## src/rtl/src_bus_arbiter_pkg.sv

```systemverilog
// Shared definitions for the source-bus arbiter: FSM encoding, source count
// and the selector codes driven onto the 5:1 source mux.
package src_bus_arbiter_pkg;

  typedef enum logic [1:0] {
    ST_IDLE   = 2'd0,
    ST_GRANT  = 2'd1,
    ST_SWITCH = 2'd2
  } arb_state_e;

  localparam int NUM_SRC = 5;

  localparam logic [2:0] SEL_SRC0 = 3'd0;
  localparam logic [2:0] SEL_SRC1 = 3'd1;
  localparam logic [2:0] SEL_SRC2 = 3'd2;
  localparam logic [2:0] SEL_SRC3 = 3'd3;
  localparam logic [2:0] SEL_SRC4 = 3'd4;

  // Selector index to one-hot grant vector; illegal codes map to no grant.
  function automatic logic [4:0] sel_to_onehot(input logic [2:0] sel);
    logic [4:0] oh;
    case (sel)
      SEL_SRC0: oh = 5'b00001;
      SEL_SRC1: oh = 5'b00010;
      SEL_SRC2: oh = 5'b00100;
      SEL_SRC3: oh = 5'b01000;
      SEL_SRC4: oh = 5'b10000;
      default:  oh = 5'b00000;
    endcase
    return oh;
  endfunction

endpackage

```

## src/rtl/src_bus_arbiter_mux5.sv

```systemverilog
// Combinational 5:1 source mux feeding the shared bus; unused selector codes
// drive zero rather than alias onto a real source.
module src_mux5
  import src_bus_arbiter_pkg::*;
#(
  parameter int DATA_W = 32
) (
  input  logic [2:0]        selector,
  input  logic [DATA_W-1:0] data_in_0,
  input  logic [DATA_W-1:0] data_in_1,
  input  logic [DATA_W-1:0] data_in_2,
  input  logic [DATA_W-1:0] data_in_3,
  input  logic [DATA_W-1:0] data_in_4,
  output logic [DATA_W-1:0] bus_data
);

  // Source selection.
  always_comb begin
    case (selector)
      SEL_SRC0: bus_data = data_in_0;
      SEL_SRC1: bus_data = data_in_1;
      SEL_SRC2: bus_data = data_in_2;
      SEL_SRC3: bus_data = data_in_3;
      SEL_SRC4: bus_data = data_in_4;
      default:  bus_data = {DATA_W{1'b0}};
    endcase
  end

endmodule

```

## src/rtl/src_bus_arbiter.sv

```systemverilog
// Round-robin arbiter for the shared datapath transfer bus with bounded
// ownership time and a one-cycle turnaround between owners.
module src_bus_arbiter
  import src_bus_arbiter_pkg::*;
#(
  parameter int MAX_HOLD = 8,
  parameter int DATA_W   = 32
) (
  input  logic              clk,
  input  logic              reset_n,
  input  logic [4:0]        req,
  input  logic [DATA_W-1:0] data_in_0,
  input  logic [DATA_W-1:0] data_in_1,
  input  logic [DATA_W-1:0] data_in_2,
  input  logic [DATA_W-1:0] data_in_3,
  input  logic [DATA_W-1:0] data_in_4,
  output logic [4:0]        grant,
  output logic [2:0]        selector,
  output logic              bus_valid,
  output logic [DATA_W-1:0] bus_data,
  output logic [7:0]        hold_cnt
);

  localparam logic [7:0] MAX_HOLD_C = 8'(MAX_HOLD);

  arb_state_e state_q, state_d;
  logic [4:0] grant_q, grant_d;
  logic [2:0] selector_q, selector_d;
  logic       bus_valid_q, bus_valid_d;
  logic [7:0] hold_cnt_q, hold_cnt_d;
  logic [2:0] last_owner_q, last_owner_d;
  logic [2:0] pick_s;
  logic       owner_req_s;
  logic       others_req_s;

  // First set request after 'last', wrapping 4 -> 0; 'last' itself is tried last.
  function automatic logic [2:0] rr_pick(input logic [4:0] r, input logic [2:0] last);
    logic [3:0] idx;
    logic       found;
    logic [2:0] win;
    found = 1'b0;
    win   = last;
    for (int k = 1; k <= NUM_SRC; k++) begin
      idx = {1'b0, last} + 4'(k);
      if (idx >= 4'(NUM_SRC)) begin
        idx = idx - 4'(NUM_SRC);
      end else begin
        idx = idx;
      end
      if (!found && r[idx[2:0]]) begin
        found = 1'b1;
        win   = idx[2:0];
      end else begin
        found = found;
      end
    end
    return win;
  endfunction

  assign pick_s       = rr_pick(req, last_owner_q);
  assign owner_req_s  = |(req & grant_q);
  assign others_req_s = |(req & ~grant_q);

  // Next-state and next-output computation for the arbiter FSM.
  always_comb begin
    state_d      = state_q;
    grant_d      = grant_q;
    selector_d   = selector_q;
    bus_valid_d  = bus_valid_q;
    hold_cnt_d   = hold_cnt_q;
    last_owner_d = last_owner_q;
    case (state_q)
      ST_IDLE, ST_SWITCH: begin
        if (req != 5'd0) begin
          state_d     = ST_GRANT;
          grant_d     = sel_to_onehot(pick_s);
          selector_d  = pick_s;
          bus_valid_d = 1'b1;
          hold_cnt_d  = 8'd1;
        end else begin
          state_d     = ST_IDLE;
          grant_d     = 5'd0;
          bus_valid_d = 1'b0;
          hold_cnt_d  = 8'd0;
        end
      end
      ST_GRANT: begin
        // Release and preemption collapse into a single turnaround cycle.
        if (!owner_req_s || (hold_cnt_q == MAX_HOLD_C && others_req_s)) begin
          state_d      = ST_SWITCH;
          grant_d      = 5'd0;
          bus_valid_d  = 1'b0;
          hold_cnt_d   = 8'd0;
          last_owner_d = selector_q;
        end else if (hold_cnt_q != MAX_HOLD_C) begin
          hold_cnt_d = hold_cnt_q + 8'd1;
        end else begin
          hold_cnt_d = hold_cnt_q;
        end
      end
      default: begin
        state_d      = ST_IDLE;
        grant_d      = 5'd0;
        selector_d   = SEL_SRC0;
        bus_valid_d  = 1'b0;
        hold_cnt_d   = 8'd0;
        last_owner_d = SEL_SRC4;
      end
    endcase
  end

  // State and registered outputs; last_owner resets to 4 so requester 0 wins first.
  always_ff @(posedge clk or negedge reset_n) begin
    if (!reset_n) begin
      state_q      <= ST_IDLE;
      grant_q      <= 5'd0;
      selector_q   <= SEL_SRC0;
      bus_valid_q  <= 1'b0;
      hold_cnt_q   <= 8'd0;
      last_owner_q <= SEL_SRC4;
    end else begin
      state_q      <= state_d;
      grant_q      <= grant_d;
      selector_q   <= selector_d;
      bus_valid_q  <= bus_valid_d;
      hold_cnt_q   <= hold_cnt_d;
      last_owner_q <= last_owner_d;
    end
  end

  assign grant     = grant_q;
  assign selector  = selector_q;
  assign bus_valid = bus_valid_q;
  assign hold_cnt  = hold_cnt_q;

  src_mux5 #(.DATA_W(DATA_W)) u_mux (
    .selector  (selector_q),
    .data_in_0 (data_in_0),
    .data_in_1 (data_in_1),
    .data_in_2 (data_in_2),
    .data_in_3 (data_in_3),
    .data_in_4 (data_in_4),
    .bus_data  (bus_data)
  );

endmodule

```

## config.mk

```make
export PLATFORM = sky130hd
export DESIGN_NAME = src_bus_arbiter
export DESIGN_NICKNAME = d
export VERILOG_FILES = /design/src/rtl/src_bus_arbiter_pkg.sv /design/src/rtl/src_bus_arbiter_mux5.sv /design/src/rtl/src_bus_arbiter.sv
export SDC_FILE = /design/constraint.sdc
export NUM_CORES = 1
export LEC_CHECK = 0
export BUFFER_PORTS_ARGS = -buffer_cell sky130_fd_sc_hd__buf_4
export CAP_MARGIN = 25
export CORE_MARGIN = 3
export CORE_UTILIZATION = 45
export CTS_CLUSTER_SIZE = 16
export DETAILED_ROUTE_END_ITERATION = 8
export GPL_TIMING_DRIVEN = 0
export PLACE_DENSITY_LB_ADDON = 0.2
export SYNTH_ARGS = -nofsm -noshare
export SYNTH_HDL_FRONTEND = slang
export SYNTH_SLANG_ARGS = --single-unit
```

## constraint.sdc

```tcl
create_clock -name clk -period 5.66 [get_ports clk]
set_input_delay 1.132 -clock clk [delete_from_list [all_inputs] [get_ports clk]]
set_output_delay 1.132 -clock clk [all_outputs]
set_load 0.01 [all_outputs]
```

==> results.toml, run 1 <==
[status]
outcome = "complete, no violations"

[drt]
routed_wl_mm = 14.5
dr.pass1.iters = 5
drc = 0
ant_nets = 0
routedWlPerCell_um = 19.7
drtIter0Drc = 223
num_vias = 4471
via_per_inst = 6.06

[cts]
post_cts_buffers = 0
cts_hold_buf = 0
cts_buffers = 3
cts_root_buf = "clkbuf_8"
ctsResizeCount = 0
cts_tree = "done"
cts-htree-levels = 1
clk_pin_slew_ns = 0.07
numClockSinks = 22
cts.path.max_buffers = 2
clk_latency_ns = 0.26

[floorplanning]
core_area_um2 = 7370
initial_core_util_pct = 47.1
fp.dieH_um = 93.8
dieArea_um2 = 8800
die_w_um = 93.8
ios = 216
rows = 31

[grt]
first_global_vias = 4473
grt_max_degree = 23
antenna_found_initial = 1
grt.total_usage_pct = 31.3
grt_pass1_wl_mm = 22.1
grt-ovfl-total = 0

[setup_path]
critPathMaxStageDelay_ns = 0.52
crit_chain = "clkbuf_1 > buf_1 > mux2_2 > a22oi_1 > o22ai_1 > buf_4"
critPathMaxFanout = 10
critical_path_class = "reg -> out"
end_kind = "primary output"
critPathLaunchType = "flip-flop"
arrival_ns = 2.53
cpMaxStageDelayCell = "buf_1"
cp_num_buf_inv = 3
cp.required_ns = 4.53
crit_family = "buffers and inverters"

[timing]
rsz0062_at_grt = "false"
skew_ns = 0.00347
hold_viol_final = 0
final.setup.tns_ns = 0
finalSetupViolations = 0
tightestPinTransition_ns = 0.653
period_share_pct = 64.7
hold_slack_ns = 0.520
min_period_ns = 3.66
maxSlewHeadroom_pct = 56.4
max_freq_mhz = 273
slew_viol_final = 0

[synth]
synth_cell_types = 82
synth_most_common_cell = "a22oi_1"
synth-edff-count = 0
netlist_instances = 421
syn_nets = 600
yosys_most_used_dff = "dfrtp_1"
seq_area_frac_synth_pct = 15.9
synth_area_um2 = 3470
async_flop_share_pct = 100
avgSynthCellArea_um2 = 8.24
synth_top_area_share_pct = 15.2
yosys.area.top_type = "dfrtp_1"
synth_common_cells = "a22oi_1, o22ai_1, mux2_2"
yosysWarnings = 0
ys_seq_elements = 22
ys_top_cells_by_area = "dfrtp_1, a22oi_1, mux2_2"

[power_and_ir_drop]
cellPowerDensity_nw_per_um2 = 543
peakVddDrop_v = 0.000301
leakage_nw = 2.35

[layout]
area_delta_synth_final_pct = 50.9
drive_gt1_share_pct = 46.2
layout.cells.non_filler = 738
layout.nets = 817
final_core_util_pct = 71.0

[place]
io_buffers = 212
place_inst = 732
hpwl_mm = 11.8
place_congestion = 0.969

[job]
maxCapViolCount = 0

[min_path]
hp-class = "reg -> reg"
registers in the layout, summed over array words and instances, names as in the netlist:
signal and flops:
hold_cnt 8, selector 3, bus_valid 1, state_q 2, last_owner_q 3, grant 5
layout by cell type (no fill, tap or decap), drive strengths merged, types with 3 or more instances in the layout:
master,Yosys,layout
nor2b,6,6
or3,3,3
mux2i,5,5
ha,11,11
nand2b,14,14
a211oi,4,4
dfrtp,21,21
nand2,24,24
o211a,3,3
clkbuf,25,29
a31oi,5,5
and2,3,3
xor2,5,5
o22ai,34,34
a22oi,65,65
o31ai,5,5
and3,4,4
buf,12,224
nand3,12,12
xnor2,4,4
nor3,5,5
a21o,3,3
o21ai,9,9
inv,17,17
a21oi,13,13
nor4,3,3
a22o,4,4
nor2,25,25
mux2,33,33
nor3b,4,4
o211ai,4,4
area by class of cell:
type	count	area [um2]
Antenna cell	2	5.00
Buffer	37	186
Clock buffer	4	45.0
Fill cell	642	2140
Inverter	17	63.8
Multi-Input combinational cell	345	2670
Sequential cell	22	552
Tap cell	99	124
Timing Repair Buffer	212	1590
power by group:
part | internal, mW | switching [mW] | total (mW)
clock network | 0.0501 | 0.0486 | 0.0987
logic | 1.13 | 1.35 | 2.48
registers | 0.205 | 0.0615 | 0.267
per-layer routing:
layer  part of all wire (%)  track usage [%]  vias to the layer above
li1                       -                -                     2073
met1                     36             36.4                     2127
met2                     52             55.5                      224
met3                    7.0             5.21                       47
met4                    5.0             14.2                        0
met5                      0                0                        -
tightest hold or removal path: stages (launching register included):
cell	delay, ns
dfrtp_1	0.37
nand2_1	0.06
nand2_1	0.06
through the flow:
| step | power, mW | instance area [um2] | worst slack (ns) |
|---|---|---|---|
| after detailed placement | 2.71 | 5180 | 2.13 |
| after global routing | 3.06 | 5230 | 1.86 |
| after floorplan | 1.95 | 3470 | 2.44 |
| final | 2.84 | 5230 | 2.00 |
| after global placement | 2.66 | 5180 | 2.15 |
| after CTS | 2.82 | 5230 | 2.02 |
cell families (layout without fill, tap and decap cells):
family	after synthesis	count (layout)	synth area share (%)
adder cells (fa/ha/maj)	12	12	4.55
other	0	2	0
AO/OA/AOI/OAI	165	165	36.4
buffers and inverters	54	270	7.21
AND/OR/NAND/NOR	119	119	20.2
flip-flops	22	22	15.9
multiplexers	40	40	13.5
XOR/XNOR	9	9	2.27
path summary, 6_finish.rpt:
path / slack [ns] / to / startpoint / depth (start not counted)
min in group asynchronous: 0.74 / hold_cnt[4] / reset_n / 1
worst min register to register: 0.52 / bus_valid / bus_valid / 2
worst max register to register: 2.07 / grant[1] / last_owner_q[1] / 11
worst min-delay path: 0.52 / bus_valid / bus_valid / 2
worst max-delay path: 2.00 / bus_data[21] / selector[0] / 6
max in group asynchronous: 4.64 / last_owner_q[2] / reset_n / 1
No activity file was read; power rests on OpenSTA's default activity.
==> run 2: changes to the inputs <==
--- a/config.mk
+++ b/config.mk
@@ -5,10 +5,11 @@
 export SDC_FILE = /design/constraint.sdc
 export NUM_CORES = 1
 export LEC_CHECK = 0
+export ABC_AREA = 1
 export BUFFER_PORTS_ARGS = -buffer_cell sky130_fd_sc_hd__buf_4
 export CAP_MARGIN = 25
 export CORE_MARGIN = 3
-export CORE_UTILIZATION = 45
+export CORE_UTILIZATION = 39
 export CTS_CLUSTER_SIZE = 16
 export DETAILED_ROUTE_END_ITERATION = 8
 export GPL_TIMING_DRIVEN = 0
==> constraint.sdc (replaced) <==
create_clock -name clk -period 3.1 [get_ports clk]
set_input_delay 0.62 -clock clk [delete_from_list [all_inputs] [get_ports clk]]
set_output_delay 0.62 -clock clk [all_outputs]
set_load 0.01 [all_outputs]
==> run 2 against run 1 <==
Compared with the run above: routed wire length is 9.1% lower; sequential power is 77% higher; worst hold slack got worse by 0.30 ns; via count increased by 2.5%; global-route usage decreased by 4.6 points; register-to-register slack lost 1.9 ns; worst setup slack worse by 1.9 ns; clock skew rose by 0.0043 ns; combinational power is 77% higher; total power is 80% higher; final area fell by 3.2%; largest cell class unchanged; highest routed layer unchanged.
==> results.toml, run 2 <==
[setup_path]
critPathMaxFanout = 10
critPathLaunchType = "flip-flop"
cp-startpoint = "selector[2]"
cp.required_ns = 2.48
arrival_ns = 2.34
reg2reg_from = "last_owner_q[0]"
rrSetupSlack_ns = 0.21
end_kind = "primary output"
crit_end = "bus_data[28]"
critical_path_class = "reg -> out"
worstReg2RegEnd = "grant[4]"
worstRegToRegCells = 21

[grt]
antenna_found_initial = 0
grt_pass1_wl_mm = 21.1
grt-ovfl-total = 0
grt.total_usage_pct = 26.7
grt_max_degree = 23
first_global_vias = 4436

[power_and_ir_drop]
power_mw = 5.13
power_frac_comb_pct = 85.6
pwr-share-clk_pct = 5.2
swShare_pct = 56.5
power.net_switching_mw = 2.90
leakage_nw = 2.70
peakVddDrop_v = 0.000508
p_int_mw = 2.23
power_frac_seq_pct = 9.2
cellPowerDensity_nw_per_um2 = 1010

[floorplanning]
fp.dieH_um = 97.2
ios = 216
dieArea_um2 = 9450
initial_core_util_pct = 41.1
core_area_um2 = 7890
rows = 32
die_w_um = 97.2

[drt]
routed_wl_mm = 13.2
via_per_inst = 5.23
num_vias = 4584
drtIter0Drc = 263
ant_nets = 0
drc = 0
dr.pass1.iters = 5
routedWlPerCell_um = 15.1

[cts]
cts.path.max_buffers = 2
numClockSinks = 22
clk_latency_ns = 0.26
cts_root_buf = "clkbuf_8"
clk_pin_slew_ns = 0.09
cts_hold_buf = 0
cts_tree = "done"
cts-htree-levels = 1
cts_buffers = 3

[place]
place_inst = 873
dpl_cell_area_um2 = 4990
pre_cts_slack_ns = 0.184
hpwl_mm = 11.2
io_buffers = 215
place_congestion = 0.962

[layout]
largest_register_ffs = 8
drive_gt1_share_pct = 33.5
final_cell_mix = "buf_4, nand2_1, inv_1, nand3_1, o21ai_0"
design_area_um2 = 5060
area_delta_synth_final_pct = 56.1
layout.cells.non_filler = 877
antenna_cells = 0
layout.nets = 955
fillers = 742
final_common_cell = "buf_4"

[timing]
skew_ns = 0.00775
finalSetupViolations = 0
min_period_ns = 2.96
tightestPinTransition_ns = 0.718
hold_viol_final = 0
maxSlewHeadroom_pct = 51.8
final.setup.tns_ns = 0
slew_viol_final = 0
fin_ws_ns = 0.138
rsz0062_at_grt = "true"
period_share_pct = 95.6
max_freq_mhz = 338

[synth]
yosys_most_used_dff = "dfrtp_1"
seq_area_frac_synth_pct = 17.0
synth_cell_types = 39
synth_common_cells = "nand2_1, inv_1, nand3_1"
syn_nets = 735
synth-edff-count = 0
yosysWarnings = 0
avgSynthCellArea_um2 = 5.84
async_flop_share_pct = 100
ys_seq_elements = 22
synth_most_common_cell = "nand2_1"
ys_top_cells_by_area = "nand2_1, dfrtp_1, nand3_1"
synth_area_um2 = 3240
synth_top_area_share_pct = 19.8
netlist_instances = 556
yosys.area.top_type = "nand2_1"

[status]
outcome = "complete, no violations"

[job]
maxCapViolCount = 0

[min_path]
hp-class = "in -> async"
## run 2: cell types whose count changed in the layout (fill, tap and decap cells not counted), moves of 8 or more
| cell | previous run | this run |
|---|---|---|
| mux2_2 | 33 | 0 |
| o21ai_0 | 6 | 43 |
| nand2_2 | 0 | 8 |
| inv_1 | 15 | 86 |
| a221oi_1 | 0 | 13 |
| a22oi_1 | 65 | 0 |
| nand4_1 | 2 | 29 |
| nand2b_1 | 12 | 0 |
| nand2_1 | 24 | 171 |
| nand3_1 | 12 | 73 |
| o22ai_1 | 34 | 6 |
## run 2: repair_timing
action,in CTS,in global routing
buffers inserted,0,0
resized for setup,0,5
endpoints found under the setup margin,0,10
## run 2: final cells by class
class | count | area (um2) | area share, %
plain buffers | 21 | 83.8 | 1.66
clock buffers | 3 | 41.3 | 0.815
clock inverters | 1 | 30.0 | 0.593
inverters | 95 | 362 | 7.14
multi-input cells | 418 | 2250 | 44.5
flip-flops and latches | 22 | 553 | 10.9
well taps | 102 | 128 | 2.52
repair buffers | 215 | 1610 | 31.9
## run 2: worst min path at each step
stage | startpoint | end | depth (start not counted)
2_1_floorplan | reset_n | bus_valid | 0
3_3_place_gp | bus_valid | bus_valid | 2
3_5_place_dp | bus_valid | bus_valid | 2
4_1_cts | reset_n | hold_cnt[3] | 1
5_1_grt | reset_n | hold_cnt[3] | 1
6_report | reset_n | hold_cnt[3] | 1
## run 2: per-stage QoR
stage	hold slack [ns]	util, %
finish	0.222	64.2
global route	0.238	64.2
CTS	0.240	64.1
detailed placement	0.496	63.2
global placement	0.463	63.2
floorplan	0.324	-
## run 2: routing by layer
metal	wire length (um)	track usage [%]	share of wire [%]	vias to the layer above
li1	-	-	-	2279
met1	5150	32.4	39	2079
met2	6680	48.0	51	196
met3	975	4.16	7.4	30
met4	396	8.53	3.0	0
met5	0	0	0	-
## run 2: power by group through the flow
stage	logic (mW)	registers (mW)	clock network, mW
final	4.39	0.473	0.268
after global routing	4.84	0.486	0.283
after CTS	4.37	0.469	0.268
after detailed placement	4.36	0.474	0
after global placement	4.25	0.470	0
after floorplan	2.93	0.469	0
## run 2: cell families after synthesis
kind of cell / count (synthesis) / share of synthesized area [%]
xor+xnor: 4 / 1.08
fa+ha+maj: 12 / 4.86
buf+inv: 116 / 13.5
flops: 22 / 17.0
simple gates: 322 / 47.9
compound gates: 80 / 15.6
## run 2: critical path, cell delays in order, from the launching register on
cell	delay, ns
dfrtp_1	0.35
clkbuf_1	0.30
inv_1	0.14
nand3_1	0.20
clkbuf_2	0.23
o21ai_0	0.25
a221oi_1	0.35
nand2_1	0.09
buf_4	0.16
==> run 3: changes to the inputs <==
--- a/config.mk
+++ b/config.mk
@@ -13,7 +13,7 @@
 export CTS_CLUSTER_SIZE = 16
 export DETAILED_ROUTE_END_ITERATION = 8
 export GPL_TIMING_DRIVEN = 0
-export PLACE_DENSITY_LB_ADDON = 0.2
+export PLACE_DENSITY_LB_ADDON = 0.08
 export SYNTH_ARGS = -nofsm -noshare
 export SYNTH_HDL_FRONTEND = slang
 export SYNTH_SLANG_ARGS = --single-unit
==> run 3 against run 2 <==
Compared with the run above: worst setup slack better by 0.080 ns; die area stayed put; cell count stayed put; sequential power hardly changed; sequential share of layout area is 0.060 points higher; combinational power hardly changed; critical endpoint is now bus_data[11].
==> results.toml, run 3 (synthesized netlist as in run 2, its figures left out) <==
[status]
outcome = "complete, no violations"

[cts]
cts.path.max_buffers = 2
numClockSinks = 22
cts_buffers = 3
cts-htree-levels = 1
post_cts_buffers = 0
cts_root_buf = "clkbuf_8"
clk_pin_slew_ns = 0.08
cts_tree = "done"
clk_latency_ns = 0.26

[setup_path]
rrSetupSlack_ns = 0.27
cp.required_ns = 2.48
cp-startpoint = "selector[2]"
cpMaxStageDelayCell = "nor3_1"
arrival_ns = 2.26
crit_chain = "clkbuf_1 > nor3_1 > clkbuf_1 > nand2_1 > nand4_1 > buf_4"
end_kind = "primary output"
critPathMaxFanout = 10
cp_num_buf_inv = 3
critical_path_class = "reg -> out"
reg2reg_from = "last_owner_q[0]"
path_common_cell = "clkbuf_1"
critPathMaxStageDelay_ns = 0.53
worstReg2RegEnd = "grant[4]"
worstRegToRegCells = 22
crit_family = "simple AND/OR/NAND/NOR gates"
critPathLaunchType = "flip-flop"

[floorplanning]
ios = 216
initial_core_util_pct = 41.1
die_w_um = 97.2
rows = 32
dieArea_um2 = 9450
core_area_um2 = 7890
fp.dieH_um = 97.2

[timing]
rsz0062_at_grt = "false"
tightestPinTransition_ns = 0.584
final.setup.tns_ns = 0
finalSetupViolations = 0
skew_ns = 0.00458
hold_viol_final = 0
maxSlewHeadroom_pct = 60.8
min_period_ns = 2.88
period_share_pct = 93.0
max_freq_mhz = 347
slew_viol_final = 0

[layout]
largest_register_ffs = 8
final_common_cell = "buf_4"
antenna_cells = 0
final_core_util_pct = 63.9
drive_gt1_share_pct = 33.3
area_delta_synth_final_pct = 55.3
final_cell_mix = "buf_4, nand2_1, inv_1, nand3_1, o21ai_0"
layout.nets = 955
design_area_um2 = 5040

[drt]
num_vias = 4590
routedWlPerCell_um = 15.0
ant_nets = 0
drtIter0Drc = 201
drc = 0
routed_wl_mm = 13.2
via_per_inst = 5.23
dr.pass1.iters = 5

[grt]
grt_max_degree = 23
grt-ovfl-total = 0
grt.total_usage_pct = 26.0
grt_pass1_wl_mm = 20.8
first_global_vias = 4427
antenna_found_initial = 0

[place]
hpwl_mm = 11.0
place_congestion = 0.974
dpl_cell_area_um2 = 4990
io_buffers = 215

[power_and_ir_drop]
peakVddDrop_v = 0.000622
leakage_nw = 2.68
power_mw = 5.02
cellPowerDensity_nw_per_um2 = 997

[job]
maxCapViolCount = 0

[min_path]
hp-class = "in -> async"
run 3: changes by cell type in the layout (fill, tap and decap cells not counted):
cell / previous run / this run
bufinv_16: 1 / 0
clkbuf_2: 1 / 0
clkbuf_1: 19 / 21
run 3: area by class of cell:
class / count / area, um2
tap: 102 / 128
fill: 770 / 2850
buffer: 21 / 82.6
clock buffer: 4 / 45.0
multi-input combinational: 418 / 2250
sequential: 22 / 553
inverter: 95 / 362
timing repair buffer: 215 / 1610
run 3: repair_timing:
| action | CTS | global route |
|---|---|---|
| resized for setup | 0 | 3 |
| endpoints found under the setup margin | 0 | 7 |
| hold buffers | 0 | 0 |
| hold endpoints to repair | 0 | 0 |
run 3: where the power goes:
group | leakage, nW | switching, mW | internal (mW)
logic | 2.37 | 2.69 | 1.68
registers | 0.287 | 0.0938 | 0.378
clock network | 0.0228 | 0.0901 | 0.0916
total | 2.68 | 2.87 | 2.15
run 3: how the worst max path moves through the flow:
stage	end	slack (ns)	cells after the start
finish	bus_data[11]	0.22	6
global route	grant[4]	0.001	22
CTS	grant[4]	0.17	19
detailed placement	grant[4]	0.20	19
global placement	grant[4]	0.25	19
floorplan	grant[1]	0.55	20
run 3: per-layer routing:
layer,global-route usage [%],wire length [um]
met5,0,0
met4,6.59,274
met3,3.59,987
met2,47.1,6590
met1,32.1,5310
run 3: metrics by stage:
step | setup slack [ns] | std cells | hold WS (ns)
floorplan | 0.549 | 556 | 0.324
global placement | 0.253 | 873 | 0.464
detailed placement | 0.200 | 873 | 0.465
CTS | 0.174 | 877 | 0.243
global route | 0.00117 | 877 | 0.245
finish | 0.217 | 877 | 0.234
